$ cat src/rtl/note_player.sv
// note_player: per-channel consumer of the pattern sequencer's note stream.
// It requests a note with a one-cycle strobe and latches the note when the
// sequencer answers. It then holds the note for (len+1) frame ticks. Gate,
// trigger, pitch and instrument go to one voice. A request that goes
// unanswered is retried after TIMEOUT cycles, and the sticky timeout flag
// is raised.
module note_player #(
  parameter int GATE_GAP = 2,   // ticks of gate-low at the end of a note; 0 = legato
  parameter int TIMEOUT  = 16   // cycles to wait for a note before re-requesting
) (
  input  logic       i_clk,
  input  logic       i_rst,
  input  logic       i_enable,
  input  logic       i_tick,
  output logic       o_note_stb,
  input  logic       i_note_valid,
  input  logic [5:0] i_note_pitch,
  input  logic [4:0] i_note_len,
  input  logic [3:0] i_note_instrument,
  output logic       o_gate,
  output logic       o_trigger,
  output logic [5:0] o_pitch,
  output logic [3:0] o_instrument,
  output logic       o_timeout
);

  // Wait counter is wide enough to reach TIMEOUT-1; keep at least one bit.
  localparam int WW = (TIMEOUT > 1) ? $clog2(TIMEOUT) : 1;
  localparam logic [WW-1:0] WAIT_LAST = WW'((TIMEOUT > 0) ? (TIMEOUT - 1) : 0);

  // Gap threshold compared against a zero-extended 5-bit remain count.
  // Values above 32 behave identically to 32 (gate only on the first tick).
  localparam int GAP_C = (GATE_GAP > 32) ? 32 : ((GATE_GAP < 0) ? 0 : GATE_GAP);
  localparam logic [5:0] GAP_W = 6'(GAP_C);

  typedef enum logic [1:0] {
    ST_IDLE      = 2'd0,
    ST_REQUEST   = 2'd1,
    ST_WAIT_NOTE = 2'd2,
    ST_PLAY      = 2'd3
  } state_e;

  // State and datapath registers with their next-state values
  state_e          state_q,   state_d;
  logic [4:0]      remain_q,  remain_d;
  logic [4:0]      len_q,     len_d;
  logic [WW-1:0]   wait_q,    wait_d;
  logic [5:0]      pitch_q,   pitch_d;
  logic [3:0]      instr_q,   instr_d;
  logic            timeout_q, timeout_d;

  // Registered voice-facing outputs
  logic            stb_q,     stb_d;
  logic            gate_q,    gate_d;
  logic            trigger_q, trigger_d;

  // A note is taken this cycle
  logic            accept_s;

  // Next-state and next-output computation for the note FSM
  always_comb begin
    state_d   = state_q;
    remain_d  = remain_q;
    len_d     = len_q;
    wait_d    = wait_q;
    pitch_d   = pitch_q;
    instr_d   = instr_q;
    timeout_d = timeout_q;
    accept_s  = 1'b0;

    if (!i_enable) begin
      // Disable wins in every state. Any valid arriving now is dropped.
      // Pitch and instrument keep their last values.
      state_d = ST_IDLE;
    end else begin
      case (state_q)
        ST_IDLE: begin
          state_d = ST_REQUEST;
        end

        ST_REQUEST: begin
          wait_d  = '0;
          state_d = ST_WAIT_NOTE;
        end

        ST_WAIT_NOTE: begin
          // A tick in the same cycle as the note is deliberately not counted.
          if (i_note_valid) begin
            accept_s = 1'b1;
            pitch_d  = i_note_pitch;
            instr_d  = i_note_instrument;
            remain_d = i_note_len;
            len_d    = i_note_len;
            state_d  = ST_PLAY;
          end else if (wait_q == WAIT_LAST) begin
            timeout_d = 1'b1;
            state_d   = ST_REQUEST;
          end else begin
            wait_d = wait_q + WW'(1);
          end
        end

        ST_PLAY: begin
          // The tick that finds remain at zero ends the note.
          // That gives len+1 ticks in total.
          if (i_tick) begin
            if (remain_q == 5'd0) begin
              state_d = ST_REQUEST;
            end else begin
              remain_d = remain_q - 5'd1;
            end
          end else begin
            remain_d = remain_q;
          end
        end

        default: begin
          state_d = ST_IDLE;
        end
      endcase
    end

    // Outputs are computed from next-state values so that the registered
    // copies line up with the state they describe.
    stb_d     = (state_d == ST_REQUEST);
    trigger_d = accept_s && (i_note_pitch != 6'd0);
    // The remain==len term keeps short notes gated for their first tick.
    if ((state_d == ST_PLAY) && (pitch_d != 6'd0)) begin
      gate_d = ({1'b0, remain_d} >= GAP_W) || (remain_d == len_d);
    end else begin
      gate_d = 1'b0;
    end
  end

  // Register FSM state, datapath and outputs; synchronous reset clears everything
  always_ff @(posedge i_clk) begin
    if (i_rst) begin
      state_q   <= ST_IDLE;
      remain_q  <= 5'd0;
      len_q     <= 5'd0;
      wait_q    <= '0;
      pitch_q   <= 6'd0;
      instr_q   <= 4'd0;
      timeout_q <= 1'b0;
      stb_q     <= 1'b0;
      gate_q    <= 1'b0;
      trigger_q <= 1'b0;
    end else begin
      state_q   <= state_d;
      remain_q  <= remain_d;
      len_q     <= len_d;
      wait_q    <= wait_d;
      pitch_q   <= pitch_d;
      instr_q   <= instr_d;
      timeout_q <= timeout_d;
      stb_q     <= stb_d;
      gate_q    <= gate_d;
      trigger_q <= trigger_d;
    end
  end

  assign o_note_stb   = stb_q;
  assign o_gate       = gate_q;
  assign o_trigger    = trigger_q;
  assign o_pitch      = pitch_q;
  assign o_instrument = instr_q;
  assign o_timeout    = timeout_q;

endmodule

$ cat config.mk
export PLATFORM = sky130hd
export DESIGN_NAME = note_player
export DESIGN_NICKNAME = d
export VERILOG_FILES = /design/src/rtl/note_player.sv
export SDC_FILE = /design/constraint.sdc
export NUM_CORES = 1
export LEC_CHECK = 0
export ABC_AREA = 1
export CORE_MARGIN = 1.5
export CORE_UTILIZATION = 30
export DETAILED_ROUTE_END_ITERATION = 16
export MAX_ROUTING_LAYER = met4
export PLACE_DENSITY = 0.54
export SETUP_SLACK_MARGIN = 0.15
export SYNTH_ARGS = -nofsm -noshare
export SYNTH_HDL_FRONTEND = slang
export SYNTH_SLANG_ARGS = --single-unit
$ cat constraint.sdc
create_clock -name i_clk -period 1.47 [get_ports i_clk]
set_input_delay 0.2205 -clock i_clk [delete_from_list [all_inputs] [get_ports i_clk]]
set_output_delay 0.2205 -clock i_clk [all_outputs]
set_load 0.01 [all_outputs]
## Word-level counts from Yosys, hierarchy flattened

Index checks and enable logic that the tools add are counted.

| word-level totals | value |
|---|---|
| flip-flop bits (word level) | 30 |
| bits in latches | 0 |
| bits in writable memories | 0 |
| ROM bits | 0 |
| bits of input ports | 20 |
| output and inout port bits | 14 |
| word-level logic and storage cells | 59 |
| memories | 0 |

| cells by class | value |
|---|---|
| add/sub/neg operators | 2 |
| multiply operators | 0 |
| divide/modulo/power cells | 0 |
| magnitude comparators | 1 |
| equality and inequality tests | 9 |
| shifts and indexed selects | 0 |
| mux-type cells | 23 |
| bitwise logic cells | 2 |
| reductions and logical operators | 12 |

Operators by type and width:

| kind | count |
|---|---|
| $mux W5 | 7 |
| $mux W6 | 3 |
| $reduce_bool A6 Y1 | 2 |
| $mux W2 | 5 |
| $pmux W5 S2 | 1 |
| $mux W4 | 2 |
| $pmux W2 S4 | 1 |
| $pmux W4 S2 | 1 |
| $reduce_and A4 Y1 | 2 |
| $eq A2 B2 Y1 const B | 3 |
| $eq A5 B5 Y1 | 1 |
| $ge A5 B2 Y1 const B | 1 |
| $logic_not A5 Y1 | 1 |
| $sub A5 B1 Y5 const B | 1 |
| $add A4 B1 Y4 const B | 1 |
| $eq A2 B1 Y1 const B | 2 |
| $eq A4 B4 Y1 const B | 1 |
| $ne A2 B2 Y1 const B | 2 |
| $mux W1 | 3 |
| $reduce_and A3 Y1 | 1 |
| $logic_and A1 B1 Y1 | 2 |
| $logic_not A2 Y1 | 1 |
| $not A1 Y1 | 2 |
| $reduce_bool A2 Y1 | 1 |
| 2 further kinds | 2 |

## Depth between registers and ports, before layout

| logic depth | value |
|---|---|
| depth in word-level cells | 9 |
| mapped depth | 17 |
| gate-level depth less buffers | 17 |

## Least setup slack after synthesis

No wires, ideal clock.

| timing path | value |
|---|---|
| path kind | register to register |
| start point | register remain_q[0] |
| end point | register gate_q, in the netlist o_gate |
| setup time | 0.121 ns |
| arrival time | 1.434 ns |
| data required time | 1.349 ns |
| path slack | -0.084 ns |
| cell stages (with the launch flop) | 15 |
| path buffers | 0 |
| clock period less this slack | 1.554 ns |
| cells stage by stage | dfxtp_1 > inv_1 > ha_1 > inv_1 > nor2_1 > nand2_1 > nand2_1 > nand2_1 > nand3_1 > nand2_1 > nand2_1 > nand2_1 > nand3_1 > nor3_1 > a21oi_2 |

| between the ends | value |
|---|---|
| cells in the longest elaborated chain, start to end | 9 |
| elaborated cells on any way between the ends | 18 |
| classes of those cells | add/sub (1); order compare (1); eq/ne (2); mux (9); bitwise (1); reduce/logical (4) |

RTL lines:

| what | RTL line | source |
|---|---|---|
| from (decl) | 45 | `logic [4:0] remain_q, remain_d;` |
| from (signal assigned) | 150 | `remain_q <= remain_d;` |
| branches (longest 9 deep; another with $sub A5 B1 Y5) | -- |  |
| to (signal assigned) | 157 | `gate_q <= gate_d;` |
| to (decl) | 54 | `logic gate_q, gate_d;` |

Several ways; the timed one is not identified.
A chain may end at the register's enable or synchronous reset.

## Worst setup path after layout

| timing path | value |
|---|---|
| start point | register state_q[1] |
| end point | register gate_q, in the netlist o_gate |

| between the ends | value |
|---|---|
| cells in the longest elaborated chain, start to end | 8 |
| elaborated cells on any way between the ends | 24 |
| classes of those cells | order compare (1); eq/ne (5); mux (12); bitwise (1); reduce/logical (5) |

RTL lines:

| what | RTL line | source |
|---|---|---|
| from (decl) | 44 | `state_e state_q, state_d;` |
| from (signal assigned) | 149 | `state_q <= state_d;` |
| branches (longest 8 deep; another with $ge A5 B2 Y1) | -- |  |

Several ways; the timed one is not identified.

==> results.toml <==
[outcome]
status = "finished, violations left"
violations = "setup timing"

[routing]
num_vias = 1763
ant_nets = 0
dr.first_iter.drc_count = 63
post-route-drc-count = 0
firstDrtPassIters = 4
routed_wl_um = 4730
routedWlPerCell_um = 12.0
vias_per_cell = 4.46

[setup_path]
cp-end-kind = "flip-flop"
cp-start-kind = "flip-flop"
worst_ep_arrival_time_ns = 1.80
path_max_fanout = 5
crit_type = "reg -> reg"
reg2reg_depth = 10
cp.required_ns = 1.69
regToRegSetupSlack_ns = -0.10
r2r_start = "state_q[1]"
reg2reg_to = "o_gate"

[min_path]
holdPathEnd = "o_instrument[3]"
hold_depth = 2
hold_class = "reg -> reg"
worstHoldStart = "o_instrument[3]"

[cts]
tritoncts = "done"
cts_buffers = 5
cts.htree.levels = 2
hold_buffers = 0
clock_latency_ns = 0.29
clkSlewWorstSetupHoldPaths_ns = 0.07
cts.sink_count = 30
root_buffer = "clkbuf_8"
cts_buffer_depth = 2

[sta]
hold_violations = 0
period_share_pct = 107
maxSlewHeadroom_pct = 77.9
worst_pin_slew_ns = 0.331
maxSlewViolCount = 0
post-route-min-period_ns = 1.57
timing.fmax_ghz = 0.636
fin_ws_ns = -0.103
finalSetupViolations = 8
fin_skew_ns = 0.00332
rsz0062_at_grt = "yes"

[layout]
drive_gt1_share_pct = 43.7
final_cells = 395
fin_util_pct = 56.0
layout-area-overhead-vs-synth_pct = 81.1
fin_nets = 346
diodes = 0
fillCellCount = 487

[placement]
dp_hpwl_um = 3200
placedCellCount = 374
dp_slack_ns = -0.446
place.gp.congestion = 0.833
numPortBuffers = 33

[logic_synthesis]
avgSynthCellArea_um2 = 6.65
synth.area.top_cells = "dfxtp_1, nand2_1, nor2_1, inv_1, nand3_1"
ys_async_sr_fraction_pct = 0
synth_top_area_share_pct = 38.2
synth_edf_count = 0
syn_nets = 258
synth_common_cells = "nand2_1, nor2_1, inv_1"
yosysWarnings = 0
synthFlopType = "dfxtp_1"
ys_types = 32
ys_ff_latch = 30
yosysMostFrequentCell = "nand2_1"
ys_seq_area_share_pct = 38.2
netlist_area_um2 = 1570
yosys.area.top_type = "dfxtp_1"
netlist_instances = 236

[global_routing]
grt_remaining_overflow = 0
grt_pass1_wl_um = 7170
grt.total_usage_pct = 17.7
grt_max_degree = 18
antenna_found_initial = 0
grt_pass1_vias = 1642

[pwr]
peakVddDrop_uv = 393
power.density_nw_per_um2 = 650
leakage_nw = 1.36

[floorplan]
num_io_pins = 34
rows = 26
die_x_um = 75.3
start_util_pct = 30.9
dieArea_um2 = 5680
die_h_um = 75.3
core_area_um2 = 5070

[job]
cap_violations = 0
==> cells in the final DEF, fill, tap and decap left out, types with 3 or more instances in the layout <==
master / instances
inv_1: 23
dlygate4sd2_1: 15
nor2_2: 3
o21ai_2: 7
clkdlybuf4s50_1: 17
a21oi_2: 4
nand2_2: 17
nand3_1: 11
buf_6: 12
buf_4: 37
a21oi_1: 7
inv_4: 3
nor2_1: 35
dfxtp_2: 6
clkbuf_8: 6
nor3_2: 3
nand2_1: 39
dfxtp_1: 23
o21ai_4: 6
inv_2: 11
nand2_4: 5
==> power breakdown <==
group | internal (mW) | total [mW] | switching [mW]
clock network | 0.376 | 0.708 | 0.332
logic | 0.155 | 0.305 | 0.150
registers | 0.825 | 0.835 | 0.0104
total | 1.36 | 1.85 | 0.492
==> logic make-up after synthesis <==
kind of cell	share of synthesized area [%]
simple gates	35.2
flops	38.2
xor+xnor	1.12
compound gates	11.7
mux	1.27
buf+inv	10.8
fa+ha+maj	1.59
==> area by class of cell <==
cell class	instances	area [um2]	area share, %
clock buffer	6	82.6	2.90
sequential	30	612	21.5
inverter	37	146	5.15
tap	70	87.6	3.08
multi-input combinational	164	1100	38.7
clock inverter	2	12.5	0.440
timing repair buffer	86	802	28.2
==> critical path, cell delays in order, from the launching register on <==
cell and delay, ns:
dfxtp_4 0.37, inv_4 0.05, nor2_8 0.13, nand3_4 0.15, buf_12 0.16, clkbuf_16 0.15
o21ai_4 0.13, nor2_1 0.08, nand4_1 0.09, nand3_1 0.09, a21oi_2 0.10
==> metal layers <==
layer	up-vias	routed length (um)	GRT usage (%)	part of all wire [%]
met5	-	0	-	0
met4	0	67	6.55	1.4
met3	5	163	4.50	3.4
met2	28	2470	31.0	52
met1	817	2030	19.3	43
li1	913	-	-	-
==> state kept, by name, summed over array words and instances (netlist names) <==
register      count
o_pitch           6
len_q             5
remain_q          5
o_instrument      4
wait_q            4
state_q           2
o_gate            1
o_note_stb        1
o_timeout         1
o_trigger         1
==> how the worst max path moves through the flow <==
stage,from,end,cells past startpoint
finish,state_q[1],o_gate,10
global route,remain_q[0],o_gate,16
CTS,remain_q[0],o_gate,14
detailed placement,i_enable,o_gate,12
global placement,i_enable,o_gate,12
floorplan,remain_q[1],o_gate,14
==> repair_timing <==
| action | CTS | global route |
|---|---|---|
| setup endpoints to repair | 35 | 25 |
| gates resized for setup | 62 | 57 |
| buffers inserted | 6 | 6 |
| cloned | 0 | 1 |
| pin swaps | 11 | 14 |
==> metrics by stage <==
| stage | power, mW | setup TNS [ns] | area [um2] | hold WS [ns] |
|---|---|---|---|---|
| global placement | 1.09 | -4.97 | 2290 | 0.451 |
| finish | 1.85 | -0.371 | 2840 | 0.468 |
| global route | 1.94 | -1.02 | 2840 | 0.517 |
| floorplan | 0.957 | 0 | 1610 | 0.373 |
| CTS | 1.84 | -0.209 | 2570 | 0.474 |
| detailed placement | 1.09 | -5.10 | 2290 | 0.463 |
(Power assumes the default switching activity.)
